`config.mk`:
```
export PLATFORM = sky130hd
export DESIGN_NAME = pingpong_bank_writer
export DESIGN_NICKNAME = d
export VERILOG_FILES = /design/src/rtl/pingpong_bank_writer.sv
export SDC_FILE = /design/constraint.sdc
export NUM_CORES = 1
export LEC_CHECK = 0
export ABC_AREA = 1
export BUFFER_PORTS_ARGS = -buffer_cell sky130_fd_sc_hd__buf_2
export CAP_MARGIN = 15
export CORE_UTILIZATION = 44
export CTS_CLUSTER_DIAMETER = 200
export CTS_CLUSTER_SIZE = 14
export DETAILED_ROUTE_END_ITERATION = 10
export PLACE_DENSITY = 0.75
export SETUP_SLACK_MARGIN = 0.4
export SLEW_MARGIN = 20
export SYNTH_ARGS = -nofsm -noshare
export SYNTH_HDL_FRONTEND = slang
export SYNTH_SLANG_ARGS = --single-unit
```
`constraint.sdc`:
```
create_clock -name clk -period 1.1 [get_ports clk]
set_input_delay 0.11 -clock clk [delete_from_list [all_inputs] [get_ports clk]]
set_output_delay 0.11 -clock clk [all_outputs]
set_load 0.05 [all_outputs]
```
`src/rtl/pingpong_bank_writer.sv`:
```
// rtl/pingpong_bank_writer.sv - packs a word stream into frames alternating between two buffer banks
// Optional stall-pressure counter is built only when PINGPONG_OVERRUN_CNT_EN is defined.
module pingpong_bank_writer #(
   parameter int WORD_SIZE   = 16,
   parameter int FRAME_WORDS = 784,
   parameter int ADDR_WIDTH  = 10
) (
   input  logic                  clk,
   input  logic                  reset_n,
   input  logic [WORD_SIZE-1:0]  in_data,
   input  logic                  in_valid,
   output logic                  in_ready,
   output logic [WORD_SIZE-1:0]  data_out,
   output logic                  sel,
   output logic [ADDR_WIDTH-1:0] wr_addr,
   output logic                  wr_en_0,
   output logic                  wr_en_1,
   output logic [1:0]            bank_full,
   input  logic [1:0]            bank_release,
   output logic                  frame_done,
   output logic                  frame_bank,
   output logic [15:0]           overrun_count
);

   localparam logic [ADDR_WIDTH-1:0] LAST_ADDR = ADDR_WIDTH'(FRAME_WORDS - 1);

   logic                  fill_bank;
   logic [ADDR_WIDTH-1:0] count;
   logic [1:0]            full;
   logic                  accept;
   logic                  last_word;
   logic [1:0]            done_mask;
   logic [1:0]            full_next;

   // Ready is withheld during reset and whenever the bank being filled still holds an unread frame.
   assign in_ready  = reset_n & ~full[fill_bank];
   assign accept    = in_valid & in_ready;
   assign last_word = accept && (count == LAST_ADDR);
   assign done_mask = last_word ? (fill_bank ? 2'b10 : 2'b01) : 2'b00;

   // A release only clears a flag that is already set, and never the bank completing this cycle.
   assign full_next = (full & ~(bank_release & full & ~done_mask)) | done_mask;

   assign bank_full = full;

   always_ff @(posedge clk or negedge reset_n) begin
      if (!reset_n) begin
         fill_bank  <= 1'b0;
         count      <= '0;
         full       <= 2'b00;
         data_out   <= '0;
         sel        <= 1'b0;
         wr_addr    <= '0;
         wr_en_0    <= 1'b0;
         wr_en_1    <= 1'b0;
         frame_done <= 1'b0;
         frame_bank <= 1'b0;
      end else begin
         full       <= full_next;
         wr_en_0    <= accept & ~fill_bank;
         wr_en_1    <= accept & fill_bank;
         data_out   <= accept ? in_data : '0;
         frame_done <= last_word;
         if (accept) begin
            sel     <= fill_bank;
            wr_addr <= count;
            if (last_word) begin
               count      <= '0;
               fill_bank  <= ~fill_bank;
               frame_bank <= fill_bank;
            end else begin
               count <= count + 1'b1;
            end
         end
      end
   end

`ifdef PINGPONG_OVERRUN_CNT_EN
   logic [15:0] overrun_cnt;

   always_ff @(posedge clk or negedge reset_n) begin
      if (!reset_n) begin
         overrun_cnt <= '0;
      end else if (in_valid && !in_ready && overrun_cnt != 16'hFFFF) begin
         overrun_cnt <= overrun_cnt + 16'd1;
      end
   end

   assign overrun_count = overrun_cnt;
`else
   assign overrun_count = 16'h0000;
`endif

endmodule

```
==> After elaboration in Yosys (flattened, before gate mapping) <==
Index checks and enable logic that the tools add are counted.
{ "op_classes": {"n_addsub": 1, "magnitude_cmp": 1, "n_eq_ne": 1, "n_mux": 6, "bitwise_logic": 12, "n_reduce_logical": 2} }
{ "op_table": {"columns": ["operator", "n"], "rows": [
  ["two-way mux 16 bit", 1],
  ["adder 10 x 1 -> 10 bit (second input constant)", 1],
  ["== test 10 bit (second input constant)", 1],
  ["two-way mux 10 bit", 1],
  ["AND 2 bit", 3],
  ["AND 1 bit", 4],
  ["two-way mux 2 bit", 2],
  ["NOT 2 bit", 2],
  ["< comparator 1 x 2 -> 1 bit (second input constant)", 1],
  ["two-way mux 1 bit", 2],
  ["NOT 1 bit", 2],
  ["bitwise OR 2 bit", 1],
  ["AND reduction 2 bit", 1],
  ["logical AND 1 bit", 1]
]} }
{ "totals": {"regBits": 44, "input_bits": 21, "output_inout_bits": 50, "elab_cells": 33} }

==> Longest topological paths before layout <==
Gate-level depths: netlist (run 1).
{ "logic_depth": {"ltp_word": 12, "ltp_mapped": 8} }

==> Worst setup path after synthesis (run 1) <==
No wires, ideal clock.
{ "synth_path": {"path_kind": "register -> register", "startpoint": "register full[1], in the netlist bank_full[1]", "endpoint": "register data_out[10]", "setup_ns": 0.120, "arrival_time_ns": 1.320, "path_slack_ns": -0.340, "stages_incl_launch_ff": 6, "synth_period_minus_slack_ns": 1.440, "cell_sequence": "dfrtp_1 -> nand2_1 -> nand4_4 -> buf_6 -> buf_2 -> nor2_1"} }
{ "synth_between": {"elab_chain_len": 6} }
{ "synth_rtl": {"columns": ["element", "line", "source"], "rows": [
  ["from (decl)", "29", "logic [1:0] full;"],
  ["from (signal assigned)", "59", "full <= full_next;"],
  ["two-way mux 1 bit (implied by the code) (2 in series)", "36", "assign in_ready = reset_n & ~full[fill_bank];"],
  ["NOT 1 bit", "36", null],
  ["AND 1 bit", "36", null],
  ["AND 1 bit", "37", "assign accept = in_valid & in_ready;"],
  ["two-way mux 16 bit", "62", "data_out <= accept ? in_data : '0;"],
  ["to (signal assigned)", "62", null],
  ["to (decl)", "13", "output logic [WORD_SIZE-1:0] data_out,"]
]} }
Every way passes these cells. The select of a mux whose other input is x is not followed.
A chain may end at the register's enable or synchronous reset.

==> Worst setup path in the final report (run 1) <==
{ "layout_path": {"startpoint": "register fill_bank", "endpoint": "output in_ready"} }
{ "layout_between": {"elab_chain_len": 4} }
{ "layout_rtl": {"columns": ["element", "line", "source"], "rows": [
  ["from (decl)", "27", "logic fill_bank;"],
  ["from (signal assigned)", "69", "fill_bank <= ~fill_bank;"],
  ["two-way mux 1 bit (implied by the code) (2 in series)", "36", null],
  ["NOT 1 bit", "36", null],
  ["AND 1 bit", "36", null],
  ["to (decl)", "12", "output logic in_ready,"]
]} }
Every way passes these cells. The select of a mux whose other input is x is not followed.

==> results.md, run 1 <==
Power:
- The completed layout was analyzed and its total power is approximately 6 mW.
- For this design the static power due to leakage is between 1.5 and 2 nW.
- Across the VDD grid, the largest voltage drop is 0.8896 mV.
- The areal power density over the cells is 1813 nW/um2.

GRT:
- Entering global routing, the biggest net connects 39 pins.
- The number of global-route vias before repair is 1,634.
- The number of antenna violations at the first check in global routing came to 0.
- Global routing consumed, over all layers together, approximately 22% of the routing resources.
- The first global-routing pass estimated about 7.4 mm of wire.
- Summed over all layers, the global routing overflow is 0.

Drt:
- The number of nets with antenna violations after routing is 0.
- After detailed routing, the number of vias per cell comes to approximately 4.6.
- The total via count after detailed routing is 1,713.
- The number of search-and-repair iterations in the first detailed-routing pass is 5.
- Wire segments on met2 add up to 2.593 mm in the final route.
- The met1 wire length is between 2 and 2.5 mm.
- Wires add up to roughly 5.0 mm.
- The highest metal layer with signal wires is met4.
- The DRC marker count from the first detailed-route iteration is 92.
- The average wire length per cell after detail routing is 13.65 um.
- The met3 wirelength from detailed routing is 209 um.
- The number of remaining DRC errors is 0.

Hold path:
- The path class of the tightest hold or removal check is in2reg.
- The startpoint identified for the worst hold timing path is in_data[7].

Cells and area:
- The area of combinational cells with multiple inputs is just under 800 um2.
- The area growth from synthesis to layout is 70.54%.
- The final-stage net count is 340.
- Cells with a size suffix above 1 make up a little over half of the layout.
- The number of antenna diodes in the final layout is 0.
- After filler insertion, the fill cell instance count of the layout stands at 243.
- The sequential cell area is 1120 um2.

Floorplan:
- The row count is 23.
- The initial utilization of the core area, before any placement, comes to 47.07%.
- The floorplan step defined a die boundary enclosing 4671 um2.
- The floorplan step set the die width to a little under 70 um.
- The region available for standard cell placement spans 4115 um2.
- The top-level port count is about 70.
- The overall die height is 68.35 um.

CTS:
- The CTS tree is yes.
- The tree is rooted in a clkbuf_8.
- No sink is reached through more buffers than the 2 on the longest clock path.
- The number of clock sinks is 44.
- The clock transition time at the flip-flop clock pins of the worst setup and hold paths is 90 ps.
- The clock insertion delay at the later pin of the skew report is roughly 300 ps.
- The number of buffers added by the clock tree synthesis step is 5.
- The count of H-tree levels built during CTS is 2.

Yosys:
- The synthesized design contains 44 register bits.
- During synthesis, Yosys emitted a total of 0 warnings.
- The cell count after synthesis came out at around 210.
- The distinct cell type count after synthesis is 24.
- Dividing the synthesized area by the synthesized cell count gives 9.136 um2.
- The total standard cell area after synthesis is ~1900 um2.
- The sequential element share of the synthesized area is between 50% and 60%.

Timing:
- Clock skew on the completed layout was measured at ~8.3 ps.
- The count of final hold-check violations was 0.
- The max-slew violation count was 0.
- The aggregate negative setup slack is -3869 ps.
- The minimum period implied by the final worst setup slack is 1271 ps.
- Based on the critical path, the design can be clocked at up to 786.5 MHz.
- The final-report setup violation count is 45.
- Setup repair after global routing could not meet its margin everywhere.
- After layout, the worst setup slack is -171.5 ps.
- Of the available clock period, the critical path in the final layout requires 115.6%.

Placement:
- At the end of routability-driven placement, the weighted congestion stood at 0.8316.
- Input and output buffers added on the ports amount to 54.
- The detailed-placement wirelength estimate is around 2.8 mm.

Worst setup path:
- At the worst endpoint, the required time is 990 ps.
- STA classifies the critical path endpoint as an output port.
- The worst setup path is launched from a register.
- In this run the worst path has a maximum fanout of 3.
- The critical path is of the reg2out type.
- The launching instance or port of the critical path is fill_bank.
- Data arrives at the worst endpoint at 1160 ps.
- The startpoint of the worst-slack reg-to-reg timing path is count[1].

Run status:
- The final reports fail on setup timing.
- The run finished, with violations left.

Run:
- The tool flagged a number of max-cap violations equal to 0.
## flip-flops by register name (all words and copies together) (netlist names)
register	count
sel	1
fill_bank	1
wr_en_0	1
frame_done	1
data_out	16
wr_addr	10
frame_bank	1
count	10
bank_full	2
wr_en_1	1
## through the flow
stage / worst slack (ps) / util (%) / cells / area, um2 / hold WS (ps)
2_1_floorplan: -156.7 / - / 227 / 2013 / -185.6
3_3_place_gp: -135.1 / 58.59 / 337 / 2411 / 123.2
3_5_place_dp: -169.9 / 58.59 / 337 / 2411 / 125.3
4_1_cts: -168.8 / 76.44 / 367 / 3146 / 0.8193
5_1_grt: -232.0 / 80.27 / 369 / 3303 / 11.23
6_report: -171.5 / 80.27 / 369 / 3303 / 8.174
## final cells by class
class	instances	area share, %
Clock buffer	5	2.083
Sequential cell	44	33.90
Clock inverter	3	1.439
Tap cell	50	1.894
Timing Repair Buffer	105	32.50
Multi-Input combinational cell	127	24.05
Inverter	35	4.129
## logic make-up after synthesis
family                     synth area share (%)
DFF                                       56.85
xor gates and xnor gates                 0.4523
AOI/OAI and AO/OA                         5.426
other                                    0.1936
adders and majority gates                0.6459
and+or+nand+nor                           21.25
buffers and inverters                     15.18
## cell usage in the layout (no fill, tap or decap)
cell,Yosys,routed
nand2_1,35,25
buf_4,16,26
xnor2_1,1,1
buf_2,1,20
nand2_4,1,5
bufinv_16,0,1
dlymetal6s4s_1,0,1
o21ai_1,7,12
nor2_1,30,11
inv_1,34,31
nor3_1,2,1
conb_1,1,16
nand2_2,1,7
ha_4,0,1
inv_2,1,2
nor3_2,1,2
inv_4,0,2
clkinv_4,0,2
nand4_1,3,3
nand4_4,1,1
clkbuf_8,0,5
dfrtp_1,44,29
buf_6,3,28
nand3_2,2,2
dfrtp_2,0,15
buf_16,0,2
nor2_4,1,8
clkbuf_16,0,1
o21ai_2,0,7
dlygate4sd3_1,0,10
o21ai_0,14,2
nand3_4,0,2
buf_8,0,14
nor2_2,3,15
buf_12,0,3
nand3_1,8,6
## worst paths after layout
path,endpoint,slack [ps],cells past startpoint
worst max-delay path,in_ready,-170,4
worst min-delay path,data_out[7],8,3
worst max register to register,fill_bank,-160,6
worst min register to register,wr_addr[6],520,2
max in group asynchronous,data_out[1],670,3
min in group asynchronous,wr_addr[9],240,3
## what timing repair did
action | CTS | global route
setup buffers | 9 | 1
endpoints found under the hold margin | 22 | 0
cloned | 2 | 1
resized for setup | 123 | 37
endpoints found under the setup margin | 78 | 116
hold buffers | 11 | 0
pin swaps | 5 | 5
## critical path, stage by stage (launching register included)
cell and delay, ps:
dfrtp_1 420, nand2_2 130, nand3_4 100, inv_2 80
buf_8 140
## power breakdown
| part | total [mW] | leakage (nW) | internal [mW] | switching [mW] |
|---|---|---|---|---|
| Combinational | 2.54 | 1.08 | 1.09 | 1.44 |
| Sequential | 2.18 | 0.546 | 1.91 | 0.277 |
| Clock | 1.27 | 0.0583 | 0.684 | 0.584 |
| Total | 5.99 | 1.68 | 3.68 | 2.30 |
## routing by layer
metal / vias to the layer above / GRT usage, %
met1: 819 / 26.66
met2: 54 / 38.60
li1: 826 / -
met4: 0 / 7.813
met3: 14 / 5.667
met5: - / 0
## cell usage after synthesis
master     n  area, um2
nor2_4     1      11.26
buf_2      1      5.000
buf_6      3      33.78
dfrtp_1   44       1101
nand4_4    1      21.27
buf_4     16      120.1
conb_1     1      3.750
nand4_1    3      18.77
o21ai_0   14      70.07
nand2_1   35      131.4
inv_1     34      127.6
o21ai_1    7      35.03
ha_1       1      12.51
nor2_1    30      112.6
xnor2_1    1      8.760
nand3_2    2      20.02
nor2_2     3      18.77
clkbuf_1   1      3.750
nand2_2    1      6.260
nand3_1    8      40.04
nand2_4    1      11.26
nor3_1     2      10.01
inv_2      1      3.750
nor3_2     1      10.01
No activity file was read; power rests on OpenSTA's default activity.
==> run 2, diff against run 1 <==
- CORE_MARGIN: unset -> 2
==> results.md, run 2 (same netlist as run 1, synthesis figures left out) <==
Cells and area:
- In the layout the commonest cells are buf_6, inv_1, dfrtp_1.
- The flip-flop count of the largest register after layout is 16.
- After filler insertion, the fill cell instance count of the layout stands at 267.
- Once layout is complete, the utilization of the core stands at 76.14%.
- Cells with a size suffix above 1 make up between 50 and 60% of the layout.
- The area growth from synthesis to layout is 68.80%.
- The finished cells cover ~3300 um2.
- The post-layout instance count excluding filler cells is 372.
- The largest registers in the layout are data_out x16, count x10, wr_addr x10.
- The most flop-heavy register is data_out.
- The final-stage net count is 341.
- The commonest non-fill, non-tap cell in the layout is buf_6.
- The number of diodes is 0.

Timing:
- The minimum setup slack in the final design is -175.9 ps.
- The tightest hold path in the finished design has a slack of approximately 2.2 ps.
- Setup repair after global routing could not meet its margin everywhere.
- Adding up every negative setup slack in the final design gives -4646 ps.
- Of the available clock period, the critical path in the final layout requires 116.0%.
- The achievable frequency is 783.8 MHz.
- The count of final hold-check violations is 0.
- Setup violations remaining at the end of the flow were counted as 47.
- The max-slew violation count is 0.
- The minimum period implied by the final worst setup slack is 1276 ps.
- Clock skew on the completed layout was measured at roughly 10 ps.

Worst setup path:
- The worst setup path is of the reg2out kind.
- The critical path required time is 990 ps.
- The category of the worst setup path capture point is an output port.
- The data arrival at the endpoint of the critical path is between 1000 and 1500 ps.
- The maximum fanout along the worst path is 3.
- STA classifies the critical path startpoint as a register.

CTS:
- The root buffer cell chosen for the clock tree is clkbuf_8.
- The clock transition time at the flip-flop clock pins of the worst setup and hold paths is 90 ps.
- The clock drives 44 sinks.
- No sink is reached through more buffers than the 2 on the longest clock path.
- At the later pin of the worst-skew pair, clock insertion delay measures approximately 310 ps.
- The CTS tree is yes.
- The H-tree was split into 2 levels.
- The number of buffers added by the clock tree synthesis step is 5.

GRT:
- The total track usage is 18.75%.
- Entering global routing, the biggest net connects 38 pins.
- The met1 track utilization from global routing is a little under a quarter.
- The highest-utilization routing layer at the global route stage is met2.
- The number of global-route vias before repair was 1,621.
- After global routing the overflow that remains totals 0.
- The number of antenna violations at the first check in global routing is 0.
- The met3 capacity usage during global routing is under 10%.
- The met2 track utilization from global routing is 32.60%.
- The first global-routing pass estimated 7.182 mm of wire.

Placement:
- The pre-CTS worst setup slack is -222.2 ps.
- Summed over all nets, the half-perimeter wirelength after detailed placement is approximately 2.8 mm.
- The placed cell count is 340.
- The total placed instance area is 2434 um2.
- At the end of routability-driven placement, the weighted congestion stood at 0.8029.
- The number of buffer cells added on primary ports is between 50 and 60.

Hold path:
- The classification of the worst-slack hold path is in2reg.

Floorplan:
- The total die area is roughly 5000 um2.
- The die is 70.35 um wide.
- The floorplan has 24 rows.
- For this configuration, the core starts out at a cell density of 45.10%.
- The top-level port count is 71.
- The overall die height is ~70 um.
- The placeable core area is around 4300 um2.

Run status:
- The run finished, with violations left.
- The checks that failed: setup timing.

Run:
- The number of max-cap violations is 0.

Drt:
- The average wire length per cell after detail routing is around 13 um.
- The DRC marker count from the first detailed-route iteration is 131.
- The number of search-and-repair iterations in the first detailed-routing pass is 4.
- The total via count after detailed routing is 1,707.
- The count of nets left with antenna violations once routing finished came out at 0.
- The final wirelength is 4.912 mm.
- The via density per instance is 4.589.
- In the routed design, unresolved DRC markers number 0.

Power:
- IR analysis of the VDD net gives a maximum drop of 1.019 mV.
- In this run the power density over the cells is between 1500 and 2000 nW/um2.
- The total design power is 5.707 mW.
- The analysis attributes to cell leakage a power of 1.677 nW.
==> run 2: cell count changes in the layout (fill, tap and decap cells not counted), sizes merged <==
cell | before | now
clkinv | 2 | 1
buf | 93 | 96
clkinvlp | 0 | 1
bufinv | 1 | 0
dlygate4sd3 | 10 | 7
clkbuf | 6 | 9
dlymetal6s4s | 1 | 0
==> run 2: power breakdown <==
part	total, mW	internal, mW	switching, mW
Combinational	2.51	1.06	1.44
Sequential	2.19	1.91	0.275
Clock	1.01	0.444	0.568
Total	5.71	3.42	2.29
==> run 2: what timing repair did <==
action                                  in CTS  in global routing
endpoints found under the setup margin      78                115
gates resized for setup                    123                 36
pin swaps                                   10                  8
hold endpoints to repair                    41                  1
cloned                                       0                  3
buffers inserted                            10                  4
hold buffers                                 6                  1
==> run 2: path summary, 6_finish.rpt <==
check	endpoint	slack, ps	start	cells past startpoint
max	in_ready	-180	fill_bank	4
min	data_out[4]	2	in_data[4]	3
max reg2reg	wr_addr[6]	-150	fill_bank	6
min reg2reg	wr_addr[1]	510	wr_addr[1]	2
max in group asynchronous	frame_done	300	reset_n	3
min in group asynchronous	wr_addr[5]	610	reset_n	3
==> run 2: layer usage <==
layer,vias to the layer above,share of wire [%]
li1,828,-
met2,55,54
met3,11,4.3
met5,-,0
met1,813,39
met4,0,2.6
==> run 2: final cells by class <==
cell class	instances	area [um2]	share of cell area, %
inverters	35	131.4	4.018
multi-input cells	127	790.8	24.19
flip-flops and latches	44	1121	34.29
clock inverters	2	12.51	0.3827
clock buffers	6	72.57	2.220
well taps	52	65.06	1.990
repair buffers	106	1076	32.91
==> run 2: critical path, cell delays in order (launching register included) <==
cell and delay (ps):
dfrtp_1 430, nand2_2 130, nand3_4 100, inv_2 70
buf_8 140
==> run 3, diff against run 2 <==
- RECOVER_POWER: unset -> 50
==> results.md, run 3 (same netlist as run 1, synthesis figures left out) <==
Run status:
- The flow ran to the end, but the final reports show violations.
- The final reports fail on setup timing.

GRT:
- For met3 alone, demand over resource in global routing was 3.175%.
- The met1 track utilization from global routing is 22.93%.
- The number of antenna violations at the first check in global routing is 0.
- The highest-utilization routing layer at the global route stage is met2.
- The first-pass GRT wire length is 7.182 mm.
- The number of global-route vias before repair was 1,621.
- Entering global routing, the biggest net connects 38 pins.
- For this run, global-route usage on met2 was measured as 32.60%.
- Global routing finished with a remaining overflow of 0.
- Across every metal layer, demand over resource in global routing totals 18.75%.

Drt:
- For this run, the detailed router's first-pass iteration total came to 4.
- The average wire length per cell after detail routing is 13.23 um.
- Once detail routing completed, the nets flagged for antenna violations numbered 0.
- The number of remaining DRC errors is 0.
- The total via count after detailed routing is between 1,500 and 2,000.
- The final wirelength is 4.923 mm.
- The via density per instance is 4.605.
- The first routing iteration left 142 violations.

Power:
- IR analysis of the VDD net gives a maximum drop of 1.019 mV.
- The static leakage is 1.660 nW.
- The areal power density over the cells is 1761 nW/um2.

Cells and area:
- Once layout is done, the placed cells without fillers occupy 3233 um2.
- Cells fill 75.29% of the core in the end.
- More flip-flops sit in one register than any other, and that register is data_out.
- 0 antenna diodes ended up in the layout.
- After the flow finishes, the layout carries non-filler instances totaling approximately 370.
- After the last flow step, the layout net total stands at between 300 and 400.
- The register with the most flip-flops in the layout has 16 of them.
- The commonest non-fill, non-tap cell in the layout is buf_6.
- In the final layout, the registers with the most flip-flops are data_out x16, count x10, wr_addr x10.
- The fraction of layout instances using a drive strength above 1 is a little under three fifths.
- Compared with the post-synthesis result, the final layout area differs by 66.92%.
- Leaving out fill and tap cells, the most frequent cells in the layout are buf_6, inv_1, dfrtp_1.

Worst setup path:
- The worst setup path is captured at an output port.
- The worst-case register-to-register setup slack is -150 ps.
- The path depth of the worst reg2reg path is 6.
- The maximum fanout along the worst path is 3.
- The startpoint identified for the worst register-to-register timing path is fill_bank.
- For the worst setup path, the data required time is 990 ps.
- STA classifies the critical path startpoint as a register.
- The endpoint identified for the worst register-to-register timing path is wr_addr[6].
- The end point of the critical path is in_ready.
- The type of the worst setup path is reg2out.
- Tracing the worst setup path back leads to its startpoint at fill_bank.
- At the worst endpoint, the arrival time is around 1200 ps.

Timing:
- The max-slew violation count is 0.
- Setup violations remaining at the end of the flow were counted as 47.
- Static timing analysis puts the maximum clock frequency at 784.0 MHz.
- Setup repair after global routing could not meet its margin everywhere.
- The count of final hold-check violations is 0.
- In the final timing run, aggregate negative setup slack is -4642 ps.
- The clock skew after layout is 9.975 ps.
- The final hold slack is 2.760 ps.
- The minimum setup slack in the final design is -175.6 ps.
- The post-route fraction of the period consumed by the critical path is 116.0%.
- The minimum period implied by the final worst setup slack is 1276 ps.

Placement:
- The total placed instance area is 2434 um2.
- The global placement routability congestion is roughly 0.80.
- Once detailed placement completed, the half-perimeter wirelength came to 2.779 mm.
- The placed cell count is 340.
- Port buffering added 54 buffers.

Hold path:
- The number of cells on the worst hold path is 3.
- The classification of the worst-slack hold path is in2reg.
- The startpoint identified for the worst hold timing path is in_data[4].

CTS:
- The number of buffers on the longest clock path is 2.
- TritonCTS built the clock tree.
- The clock transition time at the flip-flop clock pins of the worst setup and hold paths is 90 ps.
- The clock insertion delay at the later pin of the skew report is 310 ps.
- The count of H-tree levels built during CTS is 2.
- The tree is rooted in a clkbuf_8.
- Clock tree synthesis inserted a total of 5 buffers.
- The number of clock sinks is 44.

Floorplan:
- The initialized floorplan defines 24 standard-cell rows.
- The die is 70.35 um tall.
- The total die area is 4948 um2.
- The initial core utilization is 45.10%.
- For this design the top-level I/O count stands at 71.
- The floorplan step set the die width to 70.35 um.
- The core region is approximately 4300 um2.

Run:
- The number of max-cap violations is 0.
run 3: changes by cell type in the layout (fill, tap and decap cells not counted), sizes merged:
cell,delta
buf,-1
clkbuf,+1
run 3: how the worst min path moves through the flow:
stage	endpoint	slack (ps)
6_report	data_out[4]	3
4_1_cts	data_out[1]	1
3_3_place_gp	fill_bank	120
5_1_grt	data_out[5]	9
2_1_floorplan	bank_full[0]	-190
3_5_place_dp	fill_bank	130
run 3: area by class of cell:
class / instances / area, um2
Fill cell: 273 / 1061
Sequential cell: 44 / 1121
Multi-Input combinational cell: 127 / 790.8
Clock inverter: 2 / 12.51
Timing Repair Buffer: 106 / 1040
Tap cell: 52 / 65.06
Clock buffer: 6 / 72.57
Inverter: 35 / 131.4
run 3: what timing repair did:
| item | in CTS | in global routing |
|---|---|---|
| setup buffers | 10 | 4 |
| hold buffers | 6 | 1 |
| endpoints found under the hold margin | 41 | 1 |
| pin swaps | 10 | 8 |
| cloned | 0 | 3 |
| setup endpoints to repair | 78 | 115 |
| resized for setup | 123 | 36 |
run 3: per-stage QoR:
stage	power (mW)	setup slack (ps)
after floorplan	3.289	-156.7
after global placement	3.792	-159.1
after detailed placement	3.838	-222.2
after CTS	5.389	-174.9
after global routing	5.958	-251.7
final	5.692	-175.6
run 3: where the power goes:
group | switching, mW | total, mW | internal (mW)
clock network | 0.567 | 1.01 | 0.444
logic | 1.44 | 2.49 | 1.05
registers | 0.275 | 2.19 | 1.91
run 3: metal layers:
| layer | vias to the layer above | routed length (um) |
|---|---|---|
| met5 | - | 0 |
| met4 | 0 | 157 |
| met2 | 61 | 2607 |
| met1 | 810 | 1922 |
| li1 | 827 | - |
| met3 | 15 | 234 |
run 3: worst max-delay path: stages (launching register included):
cell and delay [ps]:
dfrtp_1 430, nand2_2 130, nand3_4 100, inv_2 70, buf_8 140
